## config.mk

```make
export PLATFORM = sky130hd
export DESIGN_NAME = block_state_store
export DESIGN_NICKNAME = d
export VERILOG_FILES = /design/src/rtl/block_state_store_pkg.sv /design/src/rtl/block_state_store_row_mem.sv /design/src/rtl/block_state_store.sv
export SDC_FILE = /design/constraint.sdc
export NUM_CORES = 1
export LEC_CHECK = 0
export CAP_MARGIN = 20
export CORE_ASPECT_RATIO = 1.75
export CORE_MARGIN = 2
export CORE_UTILIZATION = 29
export DETAILED_ROUTE_END_ITERATION = 7
export MAX_ROUTING_LAYER = met4
export PLACE_DENSITY = 0.44
export SYNTH_ARGS = -nofsm -noshare
export SYNTH_HDL_FRONTEND = slang
export SYNTH_SLANG_ARGS = --single-unit
```

## constraint.sdc

```tcl
create_clock -name clk -period 3.7 [get_ports clk]
set_clock_uncertainty 0.2 [all_clocks]
set_input_delay 1.11 -clock clk [delete_from_list [all_inputs] [get_ports clk]]
set_output_delay 1.11 -clock clk [all_outputs]
set_load 0.02 [all_outputs]
```

## src/rtl/block_state_store_pkg.sv

```systemverilog
// Shared breakout parameters: field geometry, derived block count, store FSM encoding.
// Latency: n/a (constants and types only).
// Backpressure: n/a.
package block_state_store_pkg;

  localparam int DEF_BLOCKS_PER_ROW = 13;
  localparam int DEF_NUM_ROWS       = 16;
  localparam int TOTAL_BLOCKS       = DEF_BLOCKS_PER_ROW * DEF_NUM_ROWS;

  // Width of the clear_row / clear_col request indices.
  localparam int IDX_W   = 4;
  // Width of the remaining-block counter (holds 0..TOTAL_BLOCKS).
  localparam int COUNT_W = 8;

  typedef enum logic [1:0] {
    ST_INIT  = 2'd0,
    ST_IDLE  = 2'd1,
    ST_CLEAR = 2'd2
  } bss_state_t;

endpackage

```

## src/rtl/block_state_store_row_mem.sv

```systemverilog
// Block presence register file: NUM_ROWS words of BLOCKS_PER_ROW bits.
// Latency: writes land on the next clk edge; both reads are combinational.
// Backpressure: none; one write per cycle, always accepted.
// Ports: wr_en/wr_row/wr_data = write port; disp_row/disp_data = display read;
//        chk_row/chk_data = clear-check read.
module block_row_mem #(
  parameter int BLOCKS_PER_ROW = 13,
  parameter int NUM_ROWS       = 16,
  parameter int ROW_W          = $clog2(NUM_ROWS)
) (
  input  logic                      clk,
  input  logic                      nRst,
  input  logic                      wr_en,
  input  logic [ROW_W-1:0]          wr_row,
  input  logic [BLOCKS_PER_ROW-1:0] wr_data,
  input  logic [ROW_W-1:0]          disp_row,
  output logic [BLOCKS_PER_ROW-1:0] disp_data,
  input  logic [ROW_W-1:0]          chk_row,
  output logic [BLOCKS_PER_ROW-1:0] chk_data
);

  logic [BLOCKS_PER_ROW-1:0] mem [NUM_ROWS];

  always_ff @(posedge clk or negedge nRst) begin
    if (!nRst) begin
      for (int i = 0; i < NUM_ROWS; i++) mem[i] <= '0;
    end else if (wr_en) begin
      mem[wr_row] <= wr_data;
    end
  end

  assign disp_data = mem[disp_row];
  assign chk_data  = mem[chk_row];

endmodule

```

## src/rtl/block_state_store.sv

```systemverilog
// Breakout block field store: display row readout, block clear handshake, level refill.
// Latency: clear_req -> clear_ack 1 cycle; refill sweep NUM_ROWS cycles; row readout combinational.
// Backpressure: clear_req is a held level, serviced in IDLE only; acks are at least 2 cycles apart.
// Ports: new_frame/go_next_line move the display row pointer, block_line_state is that row;
//        clear_req/clear_row/clear_col -> clear_ack/clear_hit; level_init -> init_busy sweep;
//        blocks_remaining/all_cleared report the field population.
module block_state_store
  import block_state_store_pkg::*;
#(
  parameter int BLOCKS_PER_ROW = DEF_BLOCKS_PER_ROW,
  parameter int NUM_ROWS       = DEF_NUM_ROWS
) (
  input  logic                      clk,
  input  logic                      nRst,
  input  logic                      new_frame,
  input  logic                      go_next_line,
  output logic [BLOCKS_PER_ROW-1:0] block_line_state,
  input  logic                      clear_req,
  input  logic [IDX_W-1:0]          clear_row,
  input  logic [IDX_W-1:0]          clear_col,
  output logic                      clear_ack,
  output logic                      clear_hit,
  input  logic                      level_init,
  output logic                      init_busy,
  output logic [COUNT_W-1:0]        blocks_remaining,
  output logic                      all_cleared
);

  localparam int              ROW_W    = $clog2(NUM_ROWS);
  localparam int              TOTAL    = NUM_ROWS * BLOCKS_PER_ROW;
  localparam logic [ROW_W-1:0] LAST_ROW = ROW_W'(NUM_ROWS - 1);

  bss_state_t                state;
  logic [ROW_W-1:0]          row_ptr;
  logic [ROW_W-1:0]          init_idx;
  logic [ROW_W-1:0]          lat_row;
  logic [BLOCKS_PER_ROW-1:0] lat_mask;
  logic                      ack_q;
  logic                      hit_q;
  logic [COUNT_W-1:0]        count;

  logic                      wr_en;
  logic [ROW_W-1:0]          wr_row;
  logic [BLOCKS_PER_ROW-1:0] wr_data;
  logic [ROW_W-1:0]          chk_row;
  logic [BLOCKS_PER_ROW-1:0] chk_data;
  logic [BLOCKS_PER_ROW-1:0] req_mask;
  logic                      req_hit;

  block_row_mem #(
    .BLOCKS_PER_ROW (BLOCKS_PER_ROW),
    .NUM_ROWS       (NUM_ROWS),
    .ROW_W          (ROW_W)
  ) u_row_mem (
    .clk       (clk),
    .nRst      (nRst),
    .wr_en     (wr_en),
    .wr_row    (wr_row),
    .wr_data   (wr_data),
    .disp_row  (row_ptr),
    .disp_data (block_line_state),
    .chk_row   (chk_row),
    .chk_data  (chk_data)
  );

  // Column decode; columns beyond the row width select nothing and so never hit.
  always_comb begin
    req_mask = '0;
    if (int'(clear_col) < BLOCKS_PER_ROW) req_mask[clear_col] = 1'b1;
  end

  // The hit is resolved while still in IDLE, straight from the request inputs, so
  // ack and hit leave registers. Storage cannot change between that cycle and CLEAR.
  // In CLEAR the check port re-reads the latched row to build the write-back word.
  assign chk_row = (state == ST_CLEAR) ? lat_row : clear_row[ROW_W-1:0];
  assign req_hit = |(chk_data & req_mask);

  always_comb begin
    wr_en   = 1'b0;
    wr_row  = init_idx;
    wr_data = '1;
    if (state == ST_INIT) begin
      wr_en = 1'b1;
    end else if (state == ST_CLEAR && hit_q && !level_init) begin
      wr_en   = 1'b1;
      wr_row  = lat_row;
      wr_data = chk_data & ~lat_mask;
    end
  end

  always_ff @(posedge clk or negedge nRst) begin
    if (!nRst) begin
      state    <= ST_INIT;
      init_idx <= '0;
      lat_row  <= '0;
      lat_mask <= '0;
      ack_q    <= 1'b0;
      hit_q    <= 1'b0;
      count    <= '0;
    end else begin
      ack_q <= 1'b0;
      hit_q <= 1'b0;
      if (level_init) begin
        state    <= ST_INIT;
        init_idx <= '0;
        count    <= '0;
      end else begin
        case (state)
          ST_INIT: begin
            init_idx <= init_idx + 1'b1;
            if (init_idx == LAST_ROW) begin
              state    <= ST_IDLE;
              init_idx <= '0;
              count    <= COUNT_W'(TOTAL);
            end
          end
          ST_IDLE: begin
            if (clear_req) begin
              state    <= ST_CLEAR;
              lat_row  <= clear_row[ROW_W-1:0];
              lat_mask <= req_mask;
              ack_q    <= 1'b1;
              hit_q    <= req_hit;
            end
          end
          ST_CLEAR: begin
            state <= ST_IDLE;
            if (hit_q && count != '0) count <= count - 1'b1;
          end
          default: state <= ST_INIT;
        endcase
      end
    end
  end

  always_ff @(posedge clk or negedge nRst) begin
    if (!nRst) begin
      row_ptr <= '0;
    end else if (new_frame) begin
      row_ptr <= '0;
    end else if (go_next_line) begin
      row_ptr <= (row_ptr == LAST_ROW) ? '0 : row_ptr + 1'b1;
    end
  end

  // A refill pulse landing in the CLEAR cycle aborts that clear: ack and hit are
  // masked here and the write-back is suppressed above.
  assign clear_ack        = ack_q & ~level_init;
  assign clear_hit        = hit_q & ~level_init;
  assign init_busy        = (state == ST_INIT);
  assign blocks_remaining = count;
  assign all_cleared      = (state != ST_INIT) && (count == '0);

endmodule

```

Word-level counts from Yosys, hierarchy flattened

Cells that the tools add are included.

Bits in registers: 245
Logic and storage cells: 107
Output and inout port bits: 25

Add/subtract/negate cells: 3
Bitwise operators: 9
Equality and inequality tests: 7
$lt $le $gt $ge: 7
Reduce and logical (&&, ||, !) cells: 18
Multiplexer cells: 39

Operators by type and width:

| cell                                                               | number |
|---|---|
| 208-bit bitwise mux                                                | 1 |
| 13-bit binary-select mux with 4-bit select                         | 2 |
| 13-bit two-way mux                                                 | 8 |
| 13-bit demux with 4-bit select                                     | 1 |
| 4-bit two-way mux                                                  | 9 |
| 13-bit bitwise AND                                                 | 2 |
| 8-bit two-way mux                                                  | 3 |
| 8-bit case mux with 2 select lines                                 | 1 |
| 5-bit greater-or-equal comparator, second input constant           | 3 |
| 4-bit inverter with 5-bit output                                   | 3 |
| 13-bit inverter                                                    | 1 |
| 13-bit OR reduction                                                | 1 |
| 1-bit two-way mux                                                  | 9 |
| 4-bit by 1-bit adder with 4-bit output, second input constant      | 2 |
| 4-bit == test, second input constant                               | 2 |
| 8-bit logical NOT                                                  | 1 |
| 8-bit nonzero test                                                 | 1 |
| 8-bit by 1-bit subtractor with 8-bit output, second input constant | 1 |
| 1-bit logical AND                                                  | 6 |
| 2-bit two-way mux                                                  | 3 |
| 3-bit by 2-bit != test with 1-bit output, second input constant    | 2 |
| 2-bit case mux with 3 select lines                                 | 1 |
| 3-bit AND reduction                                                | 2 |
| 2-bit nonzero test                                                 | 3 |
| other kinds (14)                                                   | 15 |

Longest topological paths before layout

Gate-level depths: netlist of the first run.

Depth in word-level cells: 11
Mapped depth: 15
Mapped depth without buffers: 8

Hierarchy

A second synthesis of the first run with hierarchy kept.

Cell total of the unflattened synthesis: 939
Area, all modules: 13173.9 µm²

Modules (own cells, without submodules):

| module            | cells an instance | area an instance (µm²) | instances |
|---|---|---|---|
| block_row_mem     | 700               | 10965.5                | 1 |
| block_state_store | 239               | 2208.4                 | 1 |

Worst setup path after synthesis of the first run

OpenSTA, ideal clock, no wires.

Path kind: flip-flop to output port
Start: reg row_ptr[0]
End: out block_line_state[0]
Stages on the path, launching flop included: 5
Path slack: -0.050 ns
Data required time: 2.390 ns
Arrival time: 2.440 ns
Buffers on the path: 2
Path through: dfrtp_1 -> clkbuf_1 -> buf_1 -> mux4_2 -> mux4_2

Longest elaborated chain between the ends: 4

Ends and longest elaborated chain:

| element                                                | line                            | text |
|---|---|---|
| start: declaration                                     | block_state_store.sv:34         | `logic [ROW_W-1:0] row_ptr;` |
| start signal: assignment                               | block_state_store.sv:142        | `row_ptr <= (row_ptr == LAST_ROW) ? '0 : row_ptr + 1'b1;` |
| 4-bit inverter with 5-bit output (implied by the code) | block_state_store_row_mem.sv:32 | `assign disp_data = mem[disp_row];` |
| 13-bit binary-select mux with 4-bit select             | block_state_store_row_mem.sv:32 |  |
| 13-bit two-way mux (implied by the code) (2 in a row)  | block_state_store_row_mem.sv:32 |  |
| end: declaration                                       | block_state_store.sv:17         | `output logic [BLOCKS_PER_ROW-1:0] block_line_state,` |

No other way between the ends. The select of a mux whose other input is x is not followed.

Final worst setup path of the first run

Start: reg row_ptr[0]
End: out block_line_state[7]

Same word-level chain as after synthesis.

==> flow_summary_export.csv, run 1 <==
group,metric,value,unit
flow_run,maxCapViolations,0,
grt,gr-total-overflow,0,
sta,fmax,254,MHz
setup_path,required,2.39,ns
place,place_congestion,0.852,
status,violations,"design-rule violations, negative setup slack",
synthesis,synthArstFlopShare,100,%
synthesis,synth-edff-count,0,
floorplanning,die_y,290,um
clock_network,numCtsBuffers,26,
min_path,min_path_type,"reg2reg",
clock_network,cts_num_sinks,245,
pwr,swShare,31.6,%
synthesis,ys_seq_area_share,45.4,%
pwr,switchingPower,2.55,mW
drt,post_drt_wl_per_cell,24.3,um
clock_network,clk_latency,0.57,ns
sta,rsz0062_at_grt,"true",
synthesis,ys_ff_latch,245,
layout,layout_common_cells,"dfrtp_1, nand2_1, nor2_1, buf_4, a21oi_1",
layout,nFillCells,4665,
grt,grt_pass1_wl,75400,um
drt,via_count,11100,
place,io_buffers,38,
floorplanning,chipWidth,167,um
layout,fin_cells,2068,
grt,grt_max_degree,72,
floorplanning,core_area,46100,um^2
layout,n_antenna_cell,0,
setup_path,critical_path_class,"reg2out",
synthesis,syn_area_per_cell,10.1,um^2
pwr,p_per_area,476,nW/um^2
drt,routed_wl,50200,um
sta,relSlewSlack,54.0,%
place,post-place-cells,2014,
pwr,leakagePower,7.24,nW
layout,synthToLayoutAreaGrowth,25.3,%
floorplanning,placementRows,104,
clock_network,clock-root-buffer,"clkbuf_16",
synthesis,synthesis.area,13500,um^2
pwr,p_comb_share,23.4,%
sta,hold_viol,0,
synthesis,ys_warn_count,0,
sta,fin_ws,-0.236,ns
floorplanning,dieArea,48400,um^2
pwr,p_clk_share,33.0,%
layout,layout-drive-gt1-share,24.7,%
drt,drc,5,
sta,finalSetupViolations,13,
pwr,seq_power_share,43.6,%
sta,period_needed,3.94,ns
setup_path,end_kind,"output pin",
layout,final_nets,1485,
drt,drt-initial-drc-count,746,
clock_network,htree_levels,1,
status,status,"finished, violations left",
pwr,p_total,8.06,mW
place,place_hpwl,35600,um
clock_network,clk_pin_slew_worst_paths,0.08,ns
sta,whs,0.286,ns
floorplanning,start_util,29.3,%
drt,vias_per_cell,5.35,
pwr,p_int,5.51,mW
sta,drv_slew,0,
floorplanning,ios,39,
synthesis,syn_nets,1361,
drt,first_pass_iters,8,
pwr,peakVddDrop,212,uV
sta,worstMarginPinSlew,0.689,ns
layout,fin_util,36.8,%
clock_network,cts_tree,"done",
synthesis,synth.distinct_cells,65,
grt,grt_pass1_vias,11400,
layout,layout_commonest_cell,"dfrtp_1",
drt,ant_nets,0,
grt,antenna_found_initial,0,
setup_path,cp.arrival,2.63,ns
setup_path,path_max_fanout,5,
sta,fin_crit_sh,106,%
clock_network,clock_tree.buffer_depth,3,
synthesis,synth-main-ff-cell,"dfrtp_1",
synthesis,synthCells,1343,
setup_path,cp-start-kind,"register",
grt,grt_use_total,21.6,%
## cells by family after synthesis
logic type                 Yosys count  share of synthesized area (%)
AOI/OAI and AO/OA                  358                           15.6
xor gates and xnor gates             2                          0.130
and+or+nand+nor                    403                           13.2
adders and majority gates            4                          0.370
muxes                              176                           20.3
DFF                                245                           45.4
buffers and inverters              155                           5.10
## flip-flops by register name, summed over array words and instances, names as in the netlist
register	cells
ack_q	1
blocks_remaining	8
hit_q	1
init_idx	4
lat_mask	13
lat_row	4
row_ptr	4
state	2
u_row_mem.mem	208
## worst paths after layout
check	from	end	slack, ns	cells after the start
setup / recovery	row_ptr[0]$_DFFE_PN0P_	block_line_state[7]	-0.24	5
hold / removal	lat_mask[10]$_DFFE_PN0P_	lat_mask[10]$_DFFE_PN0P_	0.29	1
setup reg to reg	state[1]$_DFFE_PN0P_	hit_q$_DFF_PN0_	0.30	12
hold reg to reg	lat_mask[10]$_DFFE_PN0P_	lat_mask[10]$_DFFE_PN0P_	0.29	1
max in group asynchronous	nRst	u_row_mem.mem[4]$_DFFE_PN0P_	2.03	2
min in group asynchronous	nRst	u_row_mem.mem[6]$_DFFE_PN0P_	0.32	1
## per-stage QoR
step	area (um^2)	worst slack [ns]	TNS, ns
final	16900	-0.236	-2.45
after detailed placement	15900	-0.579	-55.96
after CTS	16900	-0.259	-2.83
after global placement	15900	-0.525	-51.93
after global routing	16900	-0.267	-2.95
after floorplan	13500	0.0820	0
## power groups by stage
stage,combinational [mW],sequential (mW),clock (mW)
global placement,1.84,3.55,0
detailed placement,1.85,3.56,0
global route,2.08,3.57,2.83
finish,1.89,3.51,2.66
floorplan,1.16,3.39,0
CTS,1.90,3.51,2.73
## what timing repair did
action | in CTS | in global routing
endpoints found under the setup margin | 20 | 23
setup buffers | 4 | 0
hold buffers | 0 | 0
gates cloned | 2 | 2
gates resized for setup | 87 | 7
## cell type report
| type | count | area (um^2) | share of cell area, % |
|---|---|---|---|
| Clock buffer | 37 | 743 | 4.39 |
| Clock inverter | 9 | 86.3 | 0.510 |
| Inverter | 42 | 158 | 0.931 |
| Multi-Input combinational cell | 943 | 6760 | 39.9 |
| Sequential cell | 245 | 6140 | 36.2 |
| Tap cell | 583 | 729 | 4.31 |
| Timing Repair Buffer | 209 | 2320 | 13.7 |
## cells in the mapped netlist (6+ instances only)
master / count / area, um^2
dfrtp_1: 245 / 6130
mux4_2: 74 / 1670
a21oi_1: 112 / 561
a211oi_1: 56 / 420
nand4_1: 6 / 37.5
nand2b_1: 11 / 68.8
nor2_1: 140 / 526
clkbuf_1: 69 / 259
mux2_2: 36 / 405
mux2i_1: 64 / 641
a31oi_1: 8 / 50.1
nand3_1: 15 / 75.1
nand2_1: 172 / 646
o22ai_1: 14 / 87.6
buf_2: 23 / 115
nor2b_1: 8 / 50.1
o21ai_0: 95 / 475
buf_6: 8 / 90.1
nor4_1: 11 / 68.8
o31ai_1: 7 / 52.6
inv_1: 42 / 158
nor3_1: 9 / 45.0
buf_1: 8 / 30.0
o21ai_1: 29 / 145
## routing by layer
layer	global-route usage [%]	routed length, um
met3	2.27	1770
met5	-	0
met1	23.7	19200
met2	39.8	27000
met4	9.24	2260
## critical path, cell delays in order (launching register included)
cell,delay (ns)
dfrtp_4,0.50
buf_6,0.16
buf_12,0.13
mux4_2,0.53
mux4_2,0.56
buf_6,0.17
No activity file was read; power rests on OpenSTA's default activity.
==> run 2, diff against run 1 <==
CORE_MARGIN = default   (was 2)
==> flow_summary_export.csv, run 2 (synthesis results as in run 1) <==
group,metric,value,unit
status,status,"finished, violations left",
status,violations,"negative setup slack",
drt,top_layer_used,"met4",
drt,post_drt_wl_per_cell,24.6,um
place,place_area,15800,um^2
grt,antenna_found_initial,0,
layout,layout_common_cells,"dfrtp_1, nand2_1, buf_4, nor2_1, a21oi_1",
setup_path,required,2.39,ns
clock_network,clk_latency,0.56,ns
setup_path,rrSetupSlack,0.24,ns
clock_network,clk_pin_slew_worst_paths,0.06,ns
grt,grt_use_total,23.0,%
drt,routed-wl-met3,1490,um
floorplanning,ios,39,
pwr,p_total,8.52,mW
sta,rsz0062_at_grt,"true",
grt,grt_max_degree,82,
grt,grt_pass1_vias,11600,
drt,vias_per_cell,5.30,
floorplanning,chipWidth,165,um
setup_path,worstReg2RegStart,"state[1]$_DFFE_PN0P_",
sta,worstMarginPinSlew,0.719,ns
place,io_buffers,38,
pwr,p_per_area,500,nW/um^2
setup_path,r2r_cells,9,
layout,synthToLayoutAreaGrowth,26.1,%
sta,drv_slew,0,
sta,relSlewSlack,52.0,%
drt,via_count,11000,
clock_network,numCtsBuffers,26,
place,place_congestion,0.906,
clock_network,clock-root-buffer,"clkbuf_16",
layout,largest_register,"u_row_mem.mem",
drt,first_pass_iters,4,
grt,gr-total-overflow,0,
min_path,min_from,"lat_mask[10]$_DFFE_PN0P_",
layout,n_antenna_cell,0,
clock_network,hold_buffers,0,
drt,drt-initial-drc-count,654,
floorplanning,start_util,29.4,%
clock_network,cts_num_sinks,245,
layout,largest_register_ffs,208,
clock_network,clock_tree.buffer_depth,3,
clock_network,cts_tree,"done",
flow_run,maxCapViolations,0,
floorplanning,placementRows,104,
layout,final_nets,1495,
grt,grt_pass1_wl,76800,um
layout,nFillCells,4607,
layout,fin_util,37.1,%
min_path,min_path_type,"reg2reg",
sta,finalSetupViolations,13,
sta,fmax,254,MHz
floorplanning,die_y,288,um
layout,layout_commonest_cell,"dfrtp_1",
setup_path,end_kind,"output pin",
place,place_hpwl,36100,um
drt,wl_met2,28600,um
place,dp_slack,-0.439,ns
layout,final_cell_area,17000,um^2
floorplanning,core_area,45900,um^2
drt,ant_nets,0,
setup_path,path_max_fanout,5,
drt,m1WireLength,18900,um
pwr,leakagePower,7.32,nW
sta,fin_crit_sh,106,%
drt,drc,0,
drt,routed_wl,51300,um
clock_network,htree_levels,1,
min_path,hold_end,"lat_mask[10]$_DFFE_PN0P_",
min_path,min_path_cells,1,
sta,hold_viol,0,
setup_path,r2r_end,"hit_q$_DFF_PN0_",
floorplanning,dieArea,47500,um^2
setup_path,cp.arrival,2.62,ns
pwr,peakVddDrop,318,uV
layout,layout-drive-gt1-share,25.2,%
sta,fin_ws,-0.231,ns
setup_path,critical_path_class,"reg2out",
sta,period_needed,3.93,ns
setup_path,cp-start-kind,"register",
## run 2: cell count changes in the layout (fill, tap and decap cells not counted), sizes merged
cell | previous run | this run
buf | 184 | 195
bufinv | 1 | 8
clkbuf | 39 | 37
clkinv | 5 | 3
clkinvlp | 2 | 0
dlygate4sd2 | 1 | 2
inv | 43 | 42
## run 2: how the worst max path moves through the flow
stage	slack [ns]	cells after the start	to	start
after floorplan	0.08	4	block_line_state[8]	row_ptr[0]$_DFFE_PN0P_
after CTS	-0.27	6	block_line_state[10]	row_ptr[0]$_DFFE_PN0P_
final	-0.23	6	block_line_state[4]	row_ptr[0]$_DFFE_PN0P_
after global routing	-0.27	6	block_line_state[0]	row_ptr[0]$_DFFE_PN0P_
after global placement	-0.43	12	hit_q$_DFF_PN0_	clear_row[2]
after detailed placement	-0.44	13	u_row_mem.mem[190]$_DFFE_PN0P_	clear_row[2]
## run 2: layout make-up
class | instances | area [um^2] | share of cell area [%]
multi-input cells | 943 | 6760 | 39.6
repair buffers | 219 | 2270 | 13.3
well taps | 583 | 729 | 4.28
clock inverters | 11 | 255 | 1.50
inverters | 42 | 158 | 0.925
clock buffers | 37 | 743 | 4.36
flip-flops and latches | 245 | 6140 | 36.0
## run 2: routing by layer
layer / GRT usage [%] / up-vias
met5: - / -
li1: - / 5109
met1: 24.5 / 5569
met3: 2.10 / 104
met4: 9.22 / 0
met2: 42.9 / 232
## run 2: power breakdown
part | total [mW] | switching [mW] | internal, mW | leakage [nW]
clock | 3.11 | 1.16 | 1.95 | 0.487
combinational | 1.91 | 0.975 | 0.938 | 3.88
sequential | 3.49 | 0.384 | 3.11 | 2.96
## run 2: repair_timing
| action | 4_1_cts | 5_1_grt |
|---|---|---|
| setup endpoints to repair | 16 | 20 |
| endpoints found under the hold margin | 0 | 0 |
| buffers inserted | 7 | 0 |
| gates cloned | 6 | 0 |
| resized for setup | 90 | 4 |
## run 2: critical path, stage by stage, from the launching register on
cell and delay [ns]:
dfrtp_4 0.49, buf_12 0.15, buf_12 0.14, buf_16 0.14
mux4_2 0.43, mux4_2 0.53, buf_6 0.16
## run 2: metrics by stage
| step | setup TNS [ns] | hold WS [ns] | cells |
|---|---|---|---|
| after global routing | -2.96 | 0.310 | 2080 |
| after CTS | -3.04 | 0.283 | 2083 |
| after detailed placement | -40.03 | 0.267 | 2022 |
| after global placement | -40.19 | 0.268 | 2022 |
| final | -2.37 | 0.283 | 2080 |
| after floorplan | 0 | 0.244 | 1343 |
